<file path="src/rtl/mem_port_arbiter_if.sv">
// Bus bundle between the fetch/load-store masters, the arbiter and the system memory.
// The d_lock signal exists only when MEM_PORT_ARBITER_LOCK_EN is defined.
interface mem_port_arbiter_if #(
    parameter int ADDR_W = 32,
    parameter int DATA_W = 32
);
    logic              i_req;
    logic [ADDR_W-1:0] i_addr;
    logic              i_gnt;
    logic              i_rvalid;
    logic [DATA_W-1:0] i_rdata;

    logic              d_req;
    logic              d_we;
    logic [ADDR_W-1:0] d_addr;
    logic [DATA_W-1:0] d_wdata;
    logic              d_gnt;
    logic              d_rvalid;
    logic [DATA_W-1:0] d_rdata;
`ifdef MEM_PORT_ARBITER_LOCK_EN
    logic              d_lock;
`endif

    logic [ADDR_W-1:0] mem_addr;
    logic [DATA_W-1:0] mem_wdata;
    logic              mem_read;
    logic              mem_write;
    logic [DATA_W-1:0] mem_rdata;

    // Arbiter view: requests and memory read data in, grants and memory controls out.
    modport slave (
        input  i_req, i_addr, d_req, d_we, d_addr, d_wdata, mem_rdata,
`ifdef MEM_PORT_ARBITER_LOCK_EN
        input  d_lock,
`endif
        output i_gnt, i_rvalid, i_rdata, d_gnt, d_rvalid, d_rdata,
        output mem_addr, mem_wdata, mem_read, mem_write
    );

    // Environment view: masters and memory model together.
    modport master (
        output i_req, i_addr, d_req, d_we, d_addr, d_wdata, mem_rdata,
`ifdef MEM_PORT_ARBITER_LOCK_EN
        output d_lock,
`endif
        input  i_gnt, i_rvalid, i_rdata, d_gnt, d_rvalid, d_rdata,
        input  mem_addr, mem_wdata, mem_read, mem_write
    );
endinterface

</file>
<file path="src/rtl/mem_port_arbiter.sv">
// Round-robin arbiter/sequencer sharing one single-port memory between fetch (I) and load/store (D).
// Define MEM_PORT_ARBITER_LOCK_EN to add d_lock for back-to-back locked D accesses.
module mem_port_arbiter #(
    parameter int ADDR_W = 32,
    parameter int DATA_W = 32
) (
    input  logic                clk,
    input  logic                rst_n,
    mem_port_arbiter_if.slave   bus
);
    typedef enum logic [1:0] {
        ST_IDLE    = 2'd0,
        ST_SERVE_I = 2'd1,
        ST_SERVE_D = 2'd2
    } state_e;

    typedef enum logic {
        PORT_I = 1'b0,
        PORT_D = 1'b1
    } port_e;

    state_e            state_q, state_d;
    port_e             last_q, last_d;
    logic              i_gnt_q, i_gnt_d;
    logic              d_gnt_q, d_gnt_d;
    logic              i_rvalid_q, i_rvalid_d;
    logic              d_rvalid_q, d_rvalid_d;
    logic [DATA_W-1:0] i_rdata_q, i_rdata_d;
    logic [DATA_W-1:0] d_rdata_q, d_rdata_d;
    logic [ADDR_W-1:0] mem_addr_q, mem_addr_d;
    logic [DATA_W-1:0] mem_wdata_q, mem_wdata_d;
    logic              mem_read_q, mem_read_d;
    logic              mem_write_q, mem_write_d;

    // Next-state selection and read-data capture for the port served this cycle.
    always_comb begin
        state_d    = state_q;
        last_d     = last_q;
        i_rdata_d  = i_rdata_q;
        d_rdata_d  = d_rdata_q;
        i_rvalid_d = 1'b0;
        d_rvalid_d = 1'b0;
        case (state_q)
            ST_IDLE: begin
                if (bus.i_req && bus.d_req) begin
                    if (last_q == PORT_D) begin
                        state_d = ST_SERVE_I;
                    end else begin
                        state_d = ST_SERVE_D;
                    end
                end else if (bus.i_req) begin
                    state_d = ST_SERVE_I;
                end else if (bus.d_req) begin
                    state_d = ST_SERVE_D;
                end else begin
                    state_d = ST_IDLE;
                end
            end
            ST_SERVE_I: begin
                i_rdata_d  = bus.mem_rdata;
                i_rvalid_d = 1'b1;
                last_d     = PORT_I;
                if (bus.d_req) begin
                    state_d = ST_SERVE_D;
                end else begin
                    state_d = ST_IDLE;
                end
            end
            ST_SERVE_D: begin
                // A completed write reports zero so stale load data never leaks out.
                if (mem_write_q) begin
                    d_rdata_d = {DATA_W{1'b0}};
                end else begin
                    d_rdata_d = bus.mem_rdata;
                end
                d_rvalid_d = 1'b1;
                last_d     = PORT_D;
`ifdef MEM_PORT_ARBITER_LOCK_EN
                if (bus.d_lock && bus.d_req) begin
                    state_d = ST_SERVE_D;
                end else if (bus.i_req) begin
                    state_d = ST_SERVE_I;
                end else begin
                    state_d = ST_IDLE;
                end
`else
                if (bus.i_req) begin
                    state_d = ST_SERVE_I;
                end else begin
                    state_d = ST_IDLE;
                end
`endif
            end
            default: begin
                state_d = ST_IDLE;
            end
        endcase
    end

    // Grant and memory controls follow the upcoming state so they are flop outputs during it.
    always_comb begin
        i_gnt_d     = 1'b0;
        d_gnt_d     = 1'b0;
        mem_addr_d  = {ADDR_W{1'b0}};
        mem_wdata_d = {DATA_W{1'b0}};
        mem_read_d  = 1'b0;
        mem_write_d = 1'b0;
        case (state_d)
            ST_SERVE_I: begin
                i_gnt_d    = 1'b1;
                mem_addr_d = bus.i_addr;
                mem_read_d = 1'b1;
            end
            ST_SERVE_D: begin
                d_gnt_d     = 1'b1;
                mem_addr_d  = bus.d_addr;
                mem_wdata_d = bus.d_wdata;
                mem_read_d  = ~bus.d_we;
                mem_write_d = bus.d_we;
            end
            default: begin
                i_gnt_d = 1'b0;
            end
        endcase
    end

    // Sequencer state and all registered outputs.
    always_ff @(posedge clk or negedge rst_n) begin
        if (!rst_n) begin
            state_q     <= ST_IDLE;
            last_q      <= PORT_D;
            i_gnt_q     <= 1'b0;
            d_gnt_q     <= 1'b0;
            i_rvalid_q  <= 1'b0;
            d_rvalid_q  <= 1'b0;
            i_rdata_q   <= {DATA_W{1'b0}};
            d_rdata_q   <= {DATA_W{1'b0}};
            mem_addr_q  <= {ADDR_W{1'b0}};
            mem_wdata_q <= {DATA_W{1'b0}};
            mem_read_q  <= 1'b0;
            mem_write_q <= 1'b0;
        end else begin
            state_q     <= state_d;
            last_q      <= last_d;
            i_gnt_q     <= i_gnt_d;
            d_gnt_q     <= d_gnt_d;
            i_rvalid_q  <= i_rvalid_d;
            d_rvalid_q  <= d_rvalid_d;
            i_rdata_q   <= i_rdata_d;
            d_rdata_q   <= d_rdata_d;
            mem_addr_q  <= mem_addr_d;
            mem_wdata_q <= mem_wdata_d;
            mem_read_q  <= mem_read_d;
            mem_write_q <= mem_write_d;
        end
    end

    assign bus.i_gnt     = i_gnt_q;
    assign bus.d_gnt     = d_gnt_q;
    assign bus.i_rvalid  = i_rvalid_q;
    assign bus.d_rvalid  = d_rvalid_q;
    assign bus.i_rdata   = i_rdata_q;
    assign bus.d_rdata   = d_rdata_q;
    assign bus.mem_addr  = mem_addr_q;
    assign bus.mem_wdata = mem_wdata_q;
    assign bus.mem_read  = mem_read_q;
    assign bus.mem_write = mem_write_q;
endmodule

</file>
<file path="src/flat_wrapper.sv">
// flat-port wrapper written by rule: the top's interface ports become plain ports
module mem_port_arbiter_flat 
#(
    parameter int ADDR_W = 32,
    parameter int DATA_W = 32
)
  (clk, rst_n, bus_i_req, bus_i_addr, bus_d_req, bus_d_we, bus_d_addr, bus_d_wdata, bus_mem_rdata, bus_i_gnt, bus_i_rvalid, bus_i_rdata, bus_d_gnt, bus_d_rvalid, bus_d_rdata, bus_mem_addr, bus_mem_wdata, bus_mem_read, bus_mem_write);
  mem_port_arbiter_if #(.ADDR_W(ADDR_W), .DATA_W(DATA_W)) bus_i ();
  input  logic clk;
  input  logic rst_n;
  input wire logic [$bits(bus_i.i_req)-1:0] bus_i_req;
  input wire logic [$bits(bus_i.i_addr)-1:0] bus_i_addr;
  input wire logic [$bits(bus_i.d_req)-1:0] bus_d_req;
  input wire logic [$bits(bus_i.d_we)-1:0] bus_d_we;
  input wire logic [$bits(bus_i.d_addr)-1:0] bus_d_addr;
  input wire logic [$bits(bus_i.d_wdata)-1:0] bus_d_wdata;
  input wire logic [$bits(bus_i.mem_rdata)-1:0] bus_mem_rdata;
  output wire logic [$bits(bus_i.i_gnt)-1:0] bus_i_gnt;
  output wire logic [$bits(bus_i.i_rvalid)-1:0] bus_i_rvalid;
  output wire logic [$bits(bus_i.i_rdata)-1:0] bus_i_rdata;
  output wire logic [$bits(bus_i.d_gnt)-1:0] bus_d_gnt;
  output wire logic [$bits(bus_i.d_rvalid)-1:0] bus_d_rvalid;
  output wire logic [$bits(bus_i.d_rdata)-1:0] bus_d_rdata;
  output wire logic [$bits(bus_i.mem_addr)-1:0] bus_mem_addr;
  output wire logic [$bits(bus_i.mem_wdata)-1:0] bus_mem_wdata;
  output wire logic [$bits(bus_i.mem_read)-1:0] bus_mem_read;
  output wire logic [$bits(bus_i.mem_write)-1:0] bus_mem_write;
  assign bus_i.i_req = bus_i_req;
  assign bus_i.i_addr = bus_i_addr;
  assign bus_i.d_req = bus_d_req;
  assign bus_i.d_we = bus_d_we;
  assign bus_i.d_addr = bus_d_addr;
  assign bus_i.d_wdata = bus_d_wdata;
  assign bus_i.mem_rdata = bus_mem_rdata;
  assign bus_i_gnt = bus_i.i_gnt;
  assign bus_i_rvalid = bus_i.i_rvalid;
  assign bus_i_rdata = bus_i.i_rdata;
  assign bus_d_gnt = bus_i.d_gnt;
  assign bus_d_rvalid = bus_i.d_rvalid;
  assign bus_d_rdata = bus_i.d_rdata;
  assign bus_mem_addr = bus_i.mem_addr;
  assign bus_mem_wdata = bus_i.mem_wdata;
  assign bus_mem_read = bus_i.mem_read;
  assign bus_mem_write = bus_i.mem_write;
  mem_port_arbiter #(.ADDR_W(ADDR_W), .DATA_W(DATA_W)) u_core (.clk(clk), .rst_n(rst_n), .bus(bus_i));
endmodule
</file>
<file path="config.mk">
export PLATFORM = sky130hd
export DESIGN_NAME = mem_port_arbiter_flat
export DESIGN_NICKNAME = d
export VERILOG_FILES = /design/src/rtl/mem_port_arbiter_if.sv /design/src/rtl/mem_port_arbiter.sv /design/src/flat_wrapper.sv
export SDC_FILE = /design/constraint.sdc
export NUM_CORES = 1
export LEC_CHECK = 0
export CORE_ASPECT_RATIO = 1.5
export CORE_UTILIZATION = 42
export DETAILED_ROUTE_END_ITERATION = 8
export PLACE_DENSITY = 0.85
export RECOVER_POWER = 100
export SLEW_MARGIN = 0
export SYNTH_ARGS = -nofsm -noshare
export SYNTH_HDL_FRONTEND = slang
export SYNTH_SLANG_ARGS = --single-unit
</file>
<file path="constraint.sdc">
create_clock -name clk -period 5.05 [get_ports clk]
set_input_delay 0.505 -clock clk [delete_from_list [all_inputs] [get_ports clk]]
set_output_delay 0.505 -clock clk [all_outputs]
set_load 0.01 [all_outputs]
</file>
==> reports/summary.txt, run 1 <==
Overflow after GRT: 0
boundary pin count: 267
vias in the first global route: 4183
Area Growth Syn to Fin: 64.1%
die width: 91.6 um
clk_lat worst skew: 0.40 ns
CTS root buf: clkbuf_16
starting density of the core: 0.436
Reg2Reg Depth: 7
CP arrival: 3.07 ns
launching point of the worst reg2reg path: u_core.state_q[0]
total number of vias: 3814
power density over cell area: 576 nW/um2
CTS tree: built
Worst R2R Setup Slack: 2.29 ns
violated checks: max-capacitance violations, max-slew violations
Max Root-Sink Buffers: 2
WS Path Type: flop to flop
critical path depth: 7
fin util: 0.716
Slowest-stage cell, CP: ha_1
first-pass GRT wire length: 21600 um
Max VDD drop: 0.309 mV
post_cts resized: 0
crit-path most repeated cell: ha_1
final wirelength: 14000 um
initial antenna violation count: 0
CP startpoint kind: flop
CP top delay family: adder cells
cell breakdown of the critical path: inv_1 -> ha_1 -> nand2b_1 -> o221ai_1 -> ha_1 -> a22oi_1 -> nor2_1
max-slew violations: 137
routed len/inst: 18.1 um
Hold Path Class: flop to flop
Setup TNS: 0 ns
Routed Antenna Nets: 0
Hold Vio Cnt, Final: 0
FF-to-FF End: u_core.bus.mem_addr[10]
core region area: 11600 um2
dpl hpwl: 10200 um
hold path depth: 1
Total Routing Usage GR: 0.231
Clock Sinks: 137
Port-buffer cells: 266
# setup viols final: 0
Max-slew headroom: -0.641
Slew @ Worst Pin: 2.46 ns
Worst-path clk slew: 0.06 ns
final clock skew: 0.0103 ns
period utilisation layout: 0.546
cts hold-fix bufs: 0
delay of the slowest critical-path stage: 1.05 ns
DRC viols: 0
CP endpoint kind: flop
min cycle time layout: 2.76 ns
H-tree depth: 4
syn nets: 486
RSZ-0062 raised after global routing: false
ant diodes: 0
# Post-CTS Setup Buffers: 0
layout cells sized above 1: 0.153
nets@finish: 749
sequential share of the synthesized area: 0.678
status: finished, violations left
crit path from: u_core.state_q[0]
Max Cap Violations: 2
Leak: 3.84 nW
CP required: 5.37 ns
CP max FO: 33
#FFs+latches synth: 137
Die ar.: 12500 um2
CP bufs+invs: 1
DIE HEIGHT: 136 um
Max Clk Rate: 363 MHz
Cell variety after synth: 27
YS warnings: 0
synthesized area per cell: 14.6 um2
CTS Buf Count: 17
largest net degree at the start of global routing: 103
GPL Wtd Cong: 0.746
Cell Rows: 48
crit path to: u_core.bus.mem_addr[10]
Post-Synthesis Cells: 346
routed vias/inst: 4.94
Mapped Area: 5050 um2
drt first pass iters: 4
initial drt markers: 135
## worst min-delay path by stage
stage                     slack (ns)                     end                   start
final                           0.48  u_core.bus.d_rdata[30]    u_core.bus.mem_write
after global routing            0.52  u_core.bus.d_rdata[24]  u_core.bus.d_rdata[24]
after CTS                       0.24   u_core.bus.d_rdata[8]                   rst_n
after detailed placement        0.47  u_core.bus.d_rdata[30]    u_core.bus.mem_write
after global placement          0.47  u_core.bus.d_rdata[30]    u_core.bus.mem_write
after floorplan                 0.21        u_core.bus.d_gnt                   rst_n
## cells by family after synthesis
kind of cell	count (synthesis)	share of synthesized area
flops	137	0.678
fa+ha+maj	7	0.0173
simple gates	71	0.0723
mux	33	0.0735
compound gates	70	0.118
buf+inv	28	0.0401
## worst reg2reg max path, cell delays in order, from the launching register on
cell	delay, ns
dfrtp_1	0.37
inv_1	0.07
ha_1	0.31
nand2b_1	0.20
o221ai_1	0.26
ha_1	1.05
a22oi_1	0.26
nor2_1	0.17
## registers in the layout (all words and copies together), names as in the netlist
name	flops
u_core.bus.i_rdata	32
u_core.bus.i_rvalid	1
u_core.bus.d_gnt	1
u_core.bus.d_rvalid	1
u_core.bus.i_gnt	1
u_core.bus.mem_wdata	32
u_core.last_q	1
u_core.bus.d_rdata	32
u_core.bus.mem_read	1
u_core.bus.mem_write	1
u_core.state_q	2
u_core.bus.mem_addr	32
## cell usage in the layout (no fill, tap or decap), types with 5 or more instances in the layout
| cell type | instances |
|---|---|
| dfrtp_1 | 136 |
| dlygate4sd3_1 | 134 |
| clkdlybuf4s50_1 | 131 |
| a22oi_1 | 32 |
| nor2_1 | 32 |
| mux2_2 | 32 |
| a22o_2 | 26 |
| and2_0 | 21 |
| clkbuf_16 | 17 |
| and2_1 | 12 |
| ha_1 | 7 |
| a22o_1 | 5 |
## area by class of cell
class	instances	area (um2)
Sequential cell	137	3430
Fill cell	799	3300
Timing Repair Buffer	268	2670
Multi-Input combinational cell	181	1420
Clock buffer	19	453
Tap cell	150	188
Clock inverter	13	118
Inverter	4	15.0
## metrics by stage
stage                     instance area [um2]  hold WS (ns)  total power [W]  worst slack [ns]  instances
after floorplan                          5050         0.209          0.00274              3.12        346
after global placement                   7730         0.466          0.00372              2.36        740
after detailed placement                 7730         0.474          0.00381              2.16        740
after CTS                                8300         0.243          0.00500              2.29        772
after global routing                     8290         0.520          0.00504              1.96        772
final                                    8290         0.477          0.00478              2.29        772
## layer usage
metal | GRT usage | wire [um] | vias up
met5 | 0 | 0 | -
met4 | 0.109 | 478 | 0
met3 | 0.0733 | 936 | 34
met2 | 0.414 | 7750 | 188
met1 | 0.243 | 4820 | 1847
li1 | - | - | 1745
## cell usage after synthesis (all sizes together)
library cell	instances	share of area
o221a	1	0.0022
o221ai	1	0.0017
a21oi	1	0.00099
ha	7	0.017
dfrtp	136	0.67
mux2	33	0.074
a22oi	32	0.048
nor2	32	0.024
dfstp	1	0.0052
o21ai	1	0.00099
nor2b	2	0.0025
nand2	1	0.00074
and2b	1	0.0020
clkbuf	6	0.0047
nand2b	2	0.0025
o21a	1	0.0015
and2	33	0.041
o2bb2ai	1	0.0017
inv	4	0.0030
a22o	31	0.060
a21boi	1	0.0015
buf	18	0.032
## power breakdown
part | switching [W] | internal [W]
sequential | 0.000173 | 0.00151
combinational | 0.000886 | 0.00103
clock | 0.000461 | 0.000706
total | 0.00152 | 0.00325
Power figures use the tool's default switching activity.
==> run 2: changes to the inputs <==
CORE_UTILIZATION = 39   (was 42)
PLACE_DENSITY = 0.8   (was 0.85)
clock period = 2.84 ns   (was 5.05 ns; I/O delays follow)
==> run 2 against run 1 <==
Effect of this change:
- the flow still finishes with violations (max-capacitance violations, max-slew violations)
- setup slack got worse by 1.9 ns
- die area increased by 7.6%
- hold slack got worse by 0.043 ns
==> reports/summary.txt, run 2 (synthesized netlist as in run 1, its figures left out) <==
status: finished, violations left
violated checks: max-capacitance violations, max-slew violations
met2 Usage GRT: 0.365
Slew @ Worst Pin: 1.64 ns
# setup viols final: 0
DRC viols: 0
core region area: 12600 um2
starting density of the core: 0.402
Port-buffer cells: 266
Leak: 3.88 nW
cell breakdown of the critical path: inv_1 -> ha_1 -> buf_4 -> o21a_1 -> ha_1 -> clkbuf_2 -> a22oi_1 -> nor2_1
largest net degree at the start of global routing: 72
met1 Track Usage GR: 0.229
Area Growth Syn to Fin: 66.1%
Hold Vio Cnt, Final: 0
final wirelength: 13700 um
RSZ-0062 raised after global routing: false
drt first pass iters: 6
power density over cell area: 1040 nW/um2
Total Routing Usage GR: 0.213
GPL Wtd Cong: 0.752
Cell Rows: 50
H-tree depth: 4
nets@finish: 752
Fill cells: 913
vias in the first global route: 4214
Clock Sinks: 137
crit-path most repeated cell: ha_1
Routed Antenna Nets: 0
initial antenna violation count: 0
CP endpoint kind: flop
layout cells sized above 1: 0.157
Max-slew headroom: -0.0934
WS Path Type: flop to flop
final clock skew: 0.00760 ns
met3 Resource Use GR: 0.0718
delay of the slowest critical-path stage: 0.58 ns
sequential cell area: 3430 um2
routed len/inst: 17.5 um
CP top delay family: buffers and inverters
# Post-CTS Setup Buffers: 0
ant diodes: 0
CP required: 3.16 ns
CTS tree: built
Slowest-stage cell, CP: clkbuf_2
Overflow after GRT: 0
Max VDD drop: 0.463 mV
most common cell after layout, fill and taps aside: dfrtp_1
CTS Buf Count: 17
total number of vias: 3841
Die ar.: 13400 um2
most frequent cells in the layout: 136 x dfrtp_1, 135 x dlygate4sd3_1, 131 x clkdlybuf4s50_1
first-pass GRT wire length: 21400 um
DIE HEIGHT: 141 um
CP bufs+invs: 3
Max Clk Rate: 403 MHz
Placed Area: 7770 um2
dpl hpwl: 9900 um
CP arrival: 2.80 ns
routed vias/inst: 4.93
Hold Path Class: primary input to flop
Finished Cell Area: 8400 um2
die width: 95.0 um
Max Root-Sink Buffers: 2
clk_lat worst skew: 0.40 ns
Setup TNS: 0 ns
min cycle time layout: 2.48 ns
CP startpoint kind: flop
initial drt markers: 101
area occupied by multi-input gates: 1430 um2
max-slew violations: 68
Max Cap Violations: 1
period utilisation layout: 0.874
busiest grt layer: met2
CTS root buf: clkbuf_16
boundary pin count: 267
CP max FO: 34
Worst-path clk slew: 0.06 ns
run 2: changes by cell type in the layout (fill, tap and decap cells not counted), sizes merged:
cell         change
clkbuf           +1
bufinv           +3
clkinv           -3
dlygate4sd3      +1
buf              +2
inv              -2
clkinvlp         -1
run 2: where the power goes:
part,internal (W),switching (W),total [W]
logic,0.00184,0.00156,0.00340
clock network,0.00154,0.000808,0.00234
registers,0.00269,0.000299,0.00299
run 2: layout make-up:
type / count / area share
clock buffer: 20 / 0.0556
clock inverter: 10 / 0.0200
inverter: 4 / 0.00179
multi-input combinational: 181 / 0.170
sequential: 137 / 0.408
tap: 156 / 0.0232
timing repair buffer: 271 / 0.321
run 2: final timing paths:
path | startpoint | depth (start not counted) | slack [ns] | end
setup / recovery | u_core.state_q[1] | 8 | 0.36 | u_core.bus.mem_addr[10]
hold / removal | bus_d_wdata[13] | 2 | 0.43 | u_core.bus.mem_wdata[13]
setup reg to reg | u_core.state_q[1] | 8 | 0.36 | u_core.bus.mem_addr[10]
hold reg to reg | u_core.bus.mem_write | 1 | 0.48 | u_core.bus.d_rdata[30]
max in group asynchronous | rst_n | 3 | 0.63 | u_core.bus.mem_addr[8]
min in group asynchronous | rst_n | 2 | 0.85 | u_core.bus.i_rdata[6]
run 2: worst reg2reg max path, cell delays in order (launching register included):
cell	delay (ns)
dfrtp_1	0.40
inv_1	0.09
ha_1	0.16
buf_4	0.42
o21a_1	0.24
ha_1	0.15
clkbuf_2	0.58
a22oi_1	0.24
nor2_1	0.14
run 2: what timing repair did:
| item | 4_1_cts | 5_1_grt |
|---|---|---|
| gates resized for setup | 0 | 1 |
| hold buffers | 1 | 0 |
| endpoints found under the setup margin | 0 | 3 |
| endpoints found under the hold margin | 66 | 0 |
run 2: stage by stage:
step                      setup WS (ns)  hold slack (ns)  total power [W]   util  std cells
final                             0.359            0.434          0.00874  0.668        779
after global routing              0.149            0.429          0.00924  0.668        779
after CTS                         0.178            0.419          0.00916  0.669        779
after detailed placement          0.206            0.322          0.00678  0.618        748
after global placement            0.382            0.311          0.00664  0.618        748
after floorplan                   0.914          -0.0116          0.00486      -        346
run 2: metal layers:
metal | vias to the layer above | part of all wire
li1 | 1747 | -
met1 | 1865 | 0.35
met2 | 189 | 0.53
met3 | 40 | 0.076
met4 | 0 | 0.042
met5 | - | 0
